[src/rtl/vp_arbiter.sv]
// vp_arbiter: shares one vector processor between N_REQ requesters.
// Round-robin selection in IDLE, single outstanding operation, watchdog
// bounded wait on vp_done, one-cycle response strobe to the granted requester.
module vp_arbiter #(
  parameter int N_REQ   = 2,
  parameter int IDW     = 1,
  parameter int TIMEOUT = 255
) (
  input  logic                 clk,
  input  logic                 rst,
  input  logic [N_REQ-1:0]     req_valid,
  output logic [N_REQ-1:0]     req_ready,
  input  logic [N_REQ*4-1:0]   req_operation,
  input  logic [N_REQ*64-1:0]  req_vec_a,
  input  logic [N_REQ*64-1:0]  req_vec_b,
  input  logic [N_REQ*16-1:0]  req_scalar,
  output logic [N_REQ-1:0]     rsp_valid,
  output logic [63:0]          rsp_result,
  output logic                 rsp_timeout,
  output logic [IDW-1:0]       grant_id,
  output logic                 vp_start,
  output logic [3:0]           vp_operation,
  output logic [63:0]          vp_vec_a,
  output logic [63:0]          vp_vec_b,
  output logic [15:0]          vp_scalar,
  input  logic                 vp_busy,
  input  logic                 vp_done,
  input  logic [63:0]          vp_result,
  input  logic                 vp_result_valid
);

  // Width needed to index a requester; IDW may be wider than this.
  localparam int IW = $clog2(N_REQ);

  localparam logic [1:0] S_IDLE  = 2'd0;
  localparam logic [1:0] S_ISSUE = 2'd1;
  localparam logic [1:0] S_WAIT  = 2'd2;
  localparam logic [1:0] S_RESP  = 2'd3;

  logic [1:0]       state_q, state_d;
  logic [IDW-1:0]   last_q, last_d;
  logic [IDW-1:0]   gid_q, gid_d;
  logic [7:0]       timer_q, timer_d;
  logic [3:0]       op_q, op_d;
  logic [63:0]      vec_a_q, vec_a_d;
  logic [63:0]      vec_b_q, vec_b_d;
  logic [15:0]      scalar_q, scalar_d;
  logic [63:0]      res_q, res_d;
  logic             to_q, to_d;
  logic [N_REQ-1:0] rsp_q, rsp_d;

  logic             win_found_s;
  logic [IW-1:0]    win_idx_s;
  logic [3:0]       sel_op_s;
  logic [63:0]      sel_a_s;
  logic [63:0]      sel_b_s;
  logic [15:0]      sel_scalar_s;
  logic [N_REQ-1:0] gid_onehot_s;
  logic             expire_s;

  // Completion is taken from vp_done only; result_valid is observed but unused.
  logic unused_ok;
  assign unused_ok = vp_result_valid;

  // Round-robin search: first valid requester after last_q, wrapping.
  always_comb begin
    int cand;
    cand        = 0;
    win_found_s = 1'b0;
    win_idx_s   = '0;
    for (int k = 1; k <= N_REQ; k++) begin
      cand = int'(last_q) + k;
      cand = (cand >= N_REQ) ? (cand - N_REQ) : cand;
      if (!win_found_s && req_valid[cand[IW-1:0]]) begin
        win_found_s = 1'b1;
        win_idx_s   = cand[IW-1:0];
      end else begin
        win_found_s = win_found_s;
      end
    end
  end

  // Operand mux for the current round-robin winner.
  always_comb begin
    sel_op_s     = 4'h0;
    sel_a_s      = 64'h0;
    sel_b_s      = 64'h0;
    sel_scalar_s = 16'h0;
    for (int i = 0; i < N_REQ; i++) begin
      if (win_idx_s == IW'(i)) begin
        sel_op_s     = req_operation[4*i +: 4];
        sel_a_s      = req_vec_a[64*i +: 64];
        sel_b_s      = req_vec_b[64*i +: 64];
        sel_scalar_s = req_scalar[16*i +: 16];
      end else begin
        sel_op_s     = sel_op_s;
      end
    end
  end

  // One-hot decode of the granted requester for the response strobe.
  always_comb begin
    gid_onehot_s = '0;
    for (int i = 0; i < N_REQ; i++) begin
      gid_onehot_s[i] = (gid_q == IDW'(i));
    end
  end

  // The vp_start cycle counts as the first cycle of the watchdog window, so
  // an aborted op responds exactly TIMEOUT cycles after vp_start.
  assign expire_s = ({1'b0, timer_q} + 9'd2) >= 9'(TIMEOUT);

  // Ready is offered only in IDLE and only to the winner, in the same cycle.
  always_comb begin
    req_ready = '0;
    if (!rst && (state_q == S_IDLE) && win_found_s) begin
      req_ready[win_idx_s] = 1'b1;
    end else begin
      req_ready = '0;
    end
  end

  // Start pulse: first ISSUE cycle in which the VPU is free.
  assign vp_start = (state_q == S_ISSUE) && !vp_busy;

  // Next-state and datapath update for the IDLE/ISSUE/WAIT/RESP sequence.
  always_comb begin
    state_d  = state_q;
    last_d   = last_q;
    gid_d    = gid_q;
    timer_d  = timer_q;
    op_d     = op_q;
    vec_a_d  = vec_a_q;
    vec_b_d  = vec_b_q;
    scalar_d = scalar_q;
    res_d    = res_q;
    to_d     = to_q;
    rsp_d    = '0;
    case (state_q)
      S_IDLE: begin
        if (win_found_s) begin
          op_d     = sel_op_s;
          vec_a_d  = sel_a_s;
          vec_b_d  = sel_b_s;
          scalar_d = sel_scalar_s;
          gid_d    = IDW'(win_idx_s);
          state_d  = S_ISSUE;
        end else begin
          state_d  = S_IDLE;
        end
      end
      S_ISSUE: begin
        if (!vp_busy) begin
          timer_d = 8'd0;
          state_d = S_WAIT;
        end else begin
          state_d = S_ISSUE;
        end
      end
      S_WAIT: begin
        timer_d = timer_q + 8'd1;
        if (vp_done) begin
          res_d   = vp_result;
          to_d    = 1'b0;
          rsp_d   = gid_onehot_s;
          state_d = S_RESP;
        end else if (expire_s) begin
          res_d   = 64'h0;
          to_d    = 1'b1;
          rsp_d   = gid_onehot_s;
          state_d = S_RESP;
        end else begin
          state_d = S_WAIT;
        end
      end
      S_RESP: begin
        last_d  = gid_q;
        state_d = S_IDLE;
      end
      default: begin
        state_d = S_IDLE;
      end
    endcase
  end

  // State and datapath registers; reset abandons any in-flight operation.
  always_ff @(posedge clk or posedge rst) begin
    if (rst) begin
      state_q  <= S_IDLE;
      last_q   <= IDW'(N_REQ - 1);
      gid_q    <= '0;
      timer_q  <= 8'd0;
      op_q     <= 4'h0;
      vec_a_q  <= 64'h0;
      vec_b_q  <= 64'h0;
      scalar_q <= 16'h0;
      res_q    <= 64'h0;
      to_q     <= 1'b0;
      rsp_q    <= '0;
    end else begin
      state_q  <= state_d;
      last_q   <= last_d;
      gid_q    <= gid_d;
      timer_q  <= timer_d;
      op_q     <= op_d;
      vec_a_q  <= vec_a_d;
      vec_b_q  <= vec_b_d;
      scalar_q <= scalar_d;
      res_q    <= res_d;
      to_q     <= to_d;
      rsp_q    <= rsp_d;
    end
  end

  assign rsp_valid    = rsp_q;
  assign rsp_result   = res_q;
  assign rsp_timeout  = to_q;
  assign grant_id     = gid_q;
  assign vp_operation = op_q;
  assign vp_vec_a     = vec_a_q;
  assign vp_vec_b     = vec_b_q;
  assign vp_scalar    = scalar_q;

endmodule

[config.mk]
export PLATFORM = sky130hd
export DESIGN_NAME = vp_arbiter
export DESIGN_NICKNAME = d
export VERILOG_FILES = /design/src/rtl/vp_arbiter.sv
export SDC_FILE = /design/constraint.sdc
export NUM_CORES = 1
export LEC_CHECK = 0
export ABC_AREA = 1
export CORE_AREA = 4 4 227 229
export DETAILED_ROUTE_END_ITERATION = 10
export DIE_AREA = 0 0 231 233
export GPL_TIMING_DRIVEN = 0
export SLEW_MARGIN = 5
export SYNTH_ARGS = -nofsm -noshare
export SYNTH_HDL_FRONTEND = slang
export SYNTH_SLANG_ARGS = --single-unit
[constraint.sdc]
create_clock -name clk -period 18.45 [get_ports clk]
set_input_delay 2.7675 -clock clk [delete_from_list [all_inputs] [get_ports clk]]
set_output_delay 2.7675 -clock clk [all_outputs]
set_load 0.01 [all_outputs]
==> impl_results.md <==
* Worst hold stages at 2
* Fillers at 5176
* Max clock buf depth at 3
* Setup TNS Final at 0 ns
* Synth-to-layout area growth at 77.1%
* Die height at 233 um
* Number of global-route vias before repair at 11100
* Setup Skew at 0.00796 ns
* Die W at 231 um
* Worst VDD drop at 61.9 uV
* Port Buffers at 584
* First-pass GRT wire length at 66.8 mm
* Initial antenna violation count at 4
* Rows at 82
* # setup viols final at 0
* Hold Fails Final Rpt at 0
* Crit path required time at 15.68 ns
* Max Fclk at about 130 MHz
* Hold_buf cts at 0
* Insertion delay to the later sink of the worst-skew pair at about 0.55 ns
* Worst slew margin at 34.9%
* Synthesized instance count at ~1200
* RR Endpoint: vp_scalar[13]$_DFFE_PP0P_
* Die area at 53800 um^2
* Setup WS post-layout at 10.88 ns
* Yosys cell types at 27
* TritonCTS Buffers at 27
* Cell family with the largest share of critical-path delay: buffers and inverters
* CTS tree: done
* Post-CTS Setup Inserts at 0
* Synth warnings at 0
* Final WL at 45.1 mm
* Layout cell share with drive strength beyond 1 at 5.25%
* CP Max Fanout at 10
* Grt ovf at 0
* CTS H-tree lvls at 1
* Seq cells post-synth at 227
* CP peak stage delay at 0.57 ns
* GRT Overall Usage at 15.9%
* Run status: completed
* Hold worst-path end: vp_vec_a[59]$_DFFE_PP0P_
* Actual slew at the worst max-slew pin at between 0.9 and 1 ns
* Leak at 7.50 nW
* CTS Sinks at 227
* Routed Antenna Nets at 0
* ANT cells at 0
* Net Count, Synth at between 1500 and 2000
* Crit-path cells: clkdlybuf4s50_1 -> nand2_1 -> inv_2 -> clkbuf_1 -> nand2_1 -> nor2_1 -> clkdlybuf4s50_1
* Core footprint at 49700 um^2
* R2R Setup Slk at 16.26 ns
* Clk slew on worst S/H paths at approximately 0.060 ns
* DR WL/cell at 18.2 um
* Critical path class: primary input to primary output
* HP Class: flop to flop
* Final routed DRC violation total at 0
* GPL Wtd Cong at around 0.90
* Iter 0 DRT Violations at ~440
* R2R depth at 6
* # IOs at 586
* Layout Nets at 2163
* RSZ-0062 raised after global routing: false
* Routed vias at between 10000 and 15000
* Avg Inst Size Synth at 8.40 um^2
* Initial core utilization at 19.9%
* Buf/Inv on CP at 4
* FF-to-FF Start: last_q$_DFFE_PP1N_
* Critical path arrival at 4.81 ns
* Post-cts sizing count at 0
* DP HPWL at 35.4 mm
* Mapped Area at ~9900 um^2
* Drt first pass iters at 5
* CTS root buffer: clkbuf_16
* Largest net degree at the start of global routing at 99
* Startpoint types: primary input
* Fin crit period at 7.57 ns
* Final period util at 41.0%
* Final Max Slew Viols at 0
* Hold Crit Start: vp_vec_a[59]$_DFFE_PP0P_
* Sequential area share after synthesis at 57.5%
* Max cap viols at 0
* Crit path capture type: primary output
* Slowest CP cell: clkdlybuf4s50_1
* PD cells at ~150 nW/um^2
* DP Worst Slack at 10.85 ns
* Vias per std cell at 4.32
power by group:
group          internal, mW  switching, mW
combinational         0.626          0.626
sequential            0.736          0.140
clock                 0.319          0.213
total                  1.68          0.979
cells in the final DEF (no fill, tap or decap), types with 3 or more instances in the layout:
cell / instances
o21ai_1: 173
inv_1: 11
buf_2: 40
clkbuf_1: 44
o22ai_1: 3
buf_1: 5
dfrtp_1: 226
o21ai_0: 127
ha_1: 4
nand2_1: 295
nor2_1: 156
clkdlybuf4s50_1: 584
clkbuf_16: 27
clkbuf_8: 9
a21oi_1: 5
buf_4: 4
nand3_1: 73
inv_2: 5
Yosys cell counts, drive strengths merged:
library cell	number	area share, %
o21ai	301	15
nand2	295	11
dfrtp	226	57
nor2	157	6.0
nand3	73	3.7
buf	51	2.7
clkbuf	34	1.3
inv	17	0.65
a21oi	5	0.25
ha	4	0.51
o22ai	3	0.19
a31oi	2	0.13
nand4	2	0.13
a22oi	1	0.076
clkinv	1	0.038
dfstp	1	0.27
nand3b	1	0.076
nor3	1	0.051
o31ai	1	0.076
xor2	1	0.089
sequential cells by signal, indices dropped and copies added, names as in the netlist, named ones only:
signal	flops
vp_operation	4
last_q	1
vp_scalar	16
grant_id	1
rsp_valid	2
timer_q	8
rsp_timeout	1
vp_vec_b	64
state_q	1
vp_vec_a	64
rsp_result	64
kinds of logic (layout without fill, tap and decap cells):
kind of cell | Yosys count | in the layout | synth area share, %
AOI/OAI and AO/OA | 313 | 313 | 16.0
xor gates and xnor gates | 1 | 1 | 0.0886
adders and majority gates | 4 | 4 | 0.506
buffers and inverters | 103 | 737 | 4.72
DFF | 227 | 227 | 57.5
and+or+nand+nor | 529 | 529 | 21.2
stage by stage:
| step | hold WS (ns) | total power, mW | std cells | util, % | cell area (um^2) |
|---|---|---|---|---|---|
| 2_1_floorplan | 0.458 | 1.38 | 1177 | - | 9880 |
| 3_3_place_gp | 0.468 | 2.13 | 2433 | 33.4 | 16600 |
| 3_5_place_dp | 0.472 | 2.15 | 2435 | 33.5 | 16600 |
| 4_1_cts | 0.487 | 2.70 | 2483 | 35.3 | 17500 |
| 5_1_grt | 0.508 | 2.84 | 2483 | 35.3 | 17500 |
| 6_report | 0.484 | 2.66 | 2483 | 35.3 | 17500 |
routing by layer:
layer | vias to the layer above | global-route usage [%] | routed length [um]
met4 | 4 | 4.62 | 1290
met2 | 449 | 27.6 | 22200
met1 | 5078 | 18.5 | 17400
met5 | - | 0 | 34
met3 | 78 | 5.48 | 4270
li1 | 5110 | - | -
worst reg2reg max path, stage by stage (launching register included):
cell      delay (ns)
dfstp_2         0.53
nand2_1         0.05
nand2_1         0.17
buf_2           0.29
clkbuf_1        0.77
nor2_1          0.11
o21ai_1         0.19
worst max-delay path by stage:
| stage | from | cells after the start | endpoint |
|---|---|---|---|
| final | req_valid[1] | 7 | req_ready[1] |
| after global routing | req_valid[0] | 8 | req_ready[1] |
| after CTS | req_valid[1] | 7 | req_ready[1] |
| after detailed placement | req_valid[1] | 7 | req_ready[1] |
| after global placement | rst | 2 | vp_vec_b[60]$_DFFE_PP0P_ |
| after floorplan | rst | 1 | async pin |
cell type report:
| class | instances | area (um^2) | share of cell area [%] |
|---|---|---|---|
| Timing Repair Buffer | 586 | 5900 | 33.7 |
| Sequential cell | 227 | 5680 | 32.5 |
| Multi-Input combinational cell | 847 | 3730 | 21.3 |
| Tap cell | 672 | 841 | 4.80 |
| Clock buffer | 46 | 837 | 4.78 |
| Buffer | 85 | 399 | 2.28 |
| Inverter | 18 | 75.1 | 0.429 |
| Clock inverter | 2 | 37.5 | 0.214 |
No activity file was read; power rests on OpenSTA's default activity.
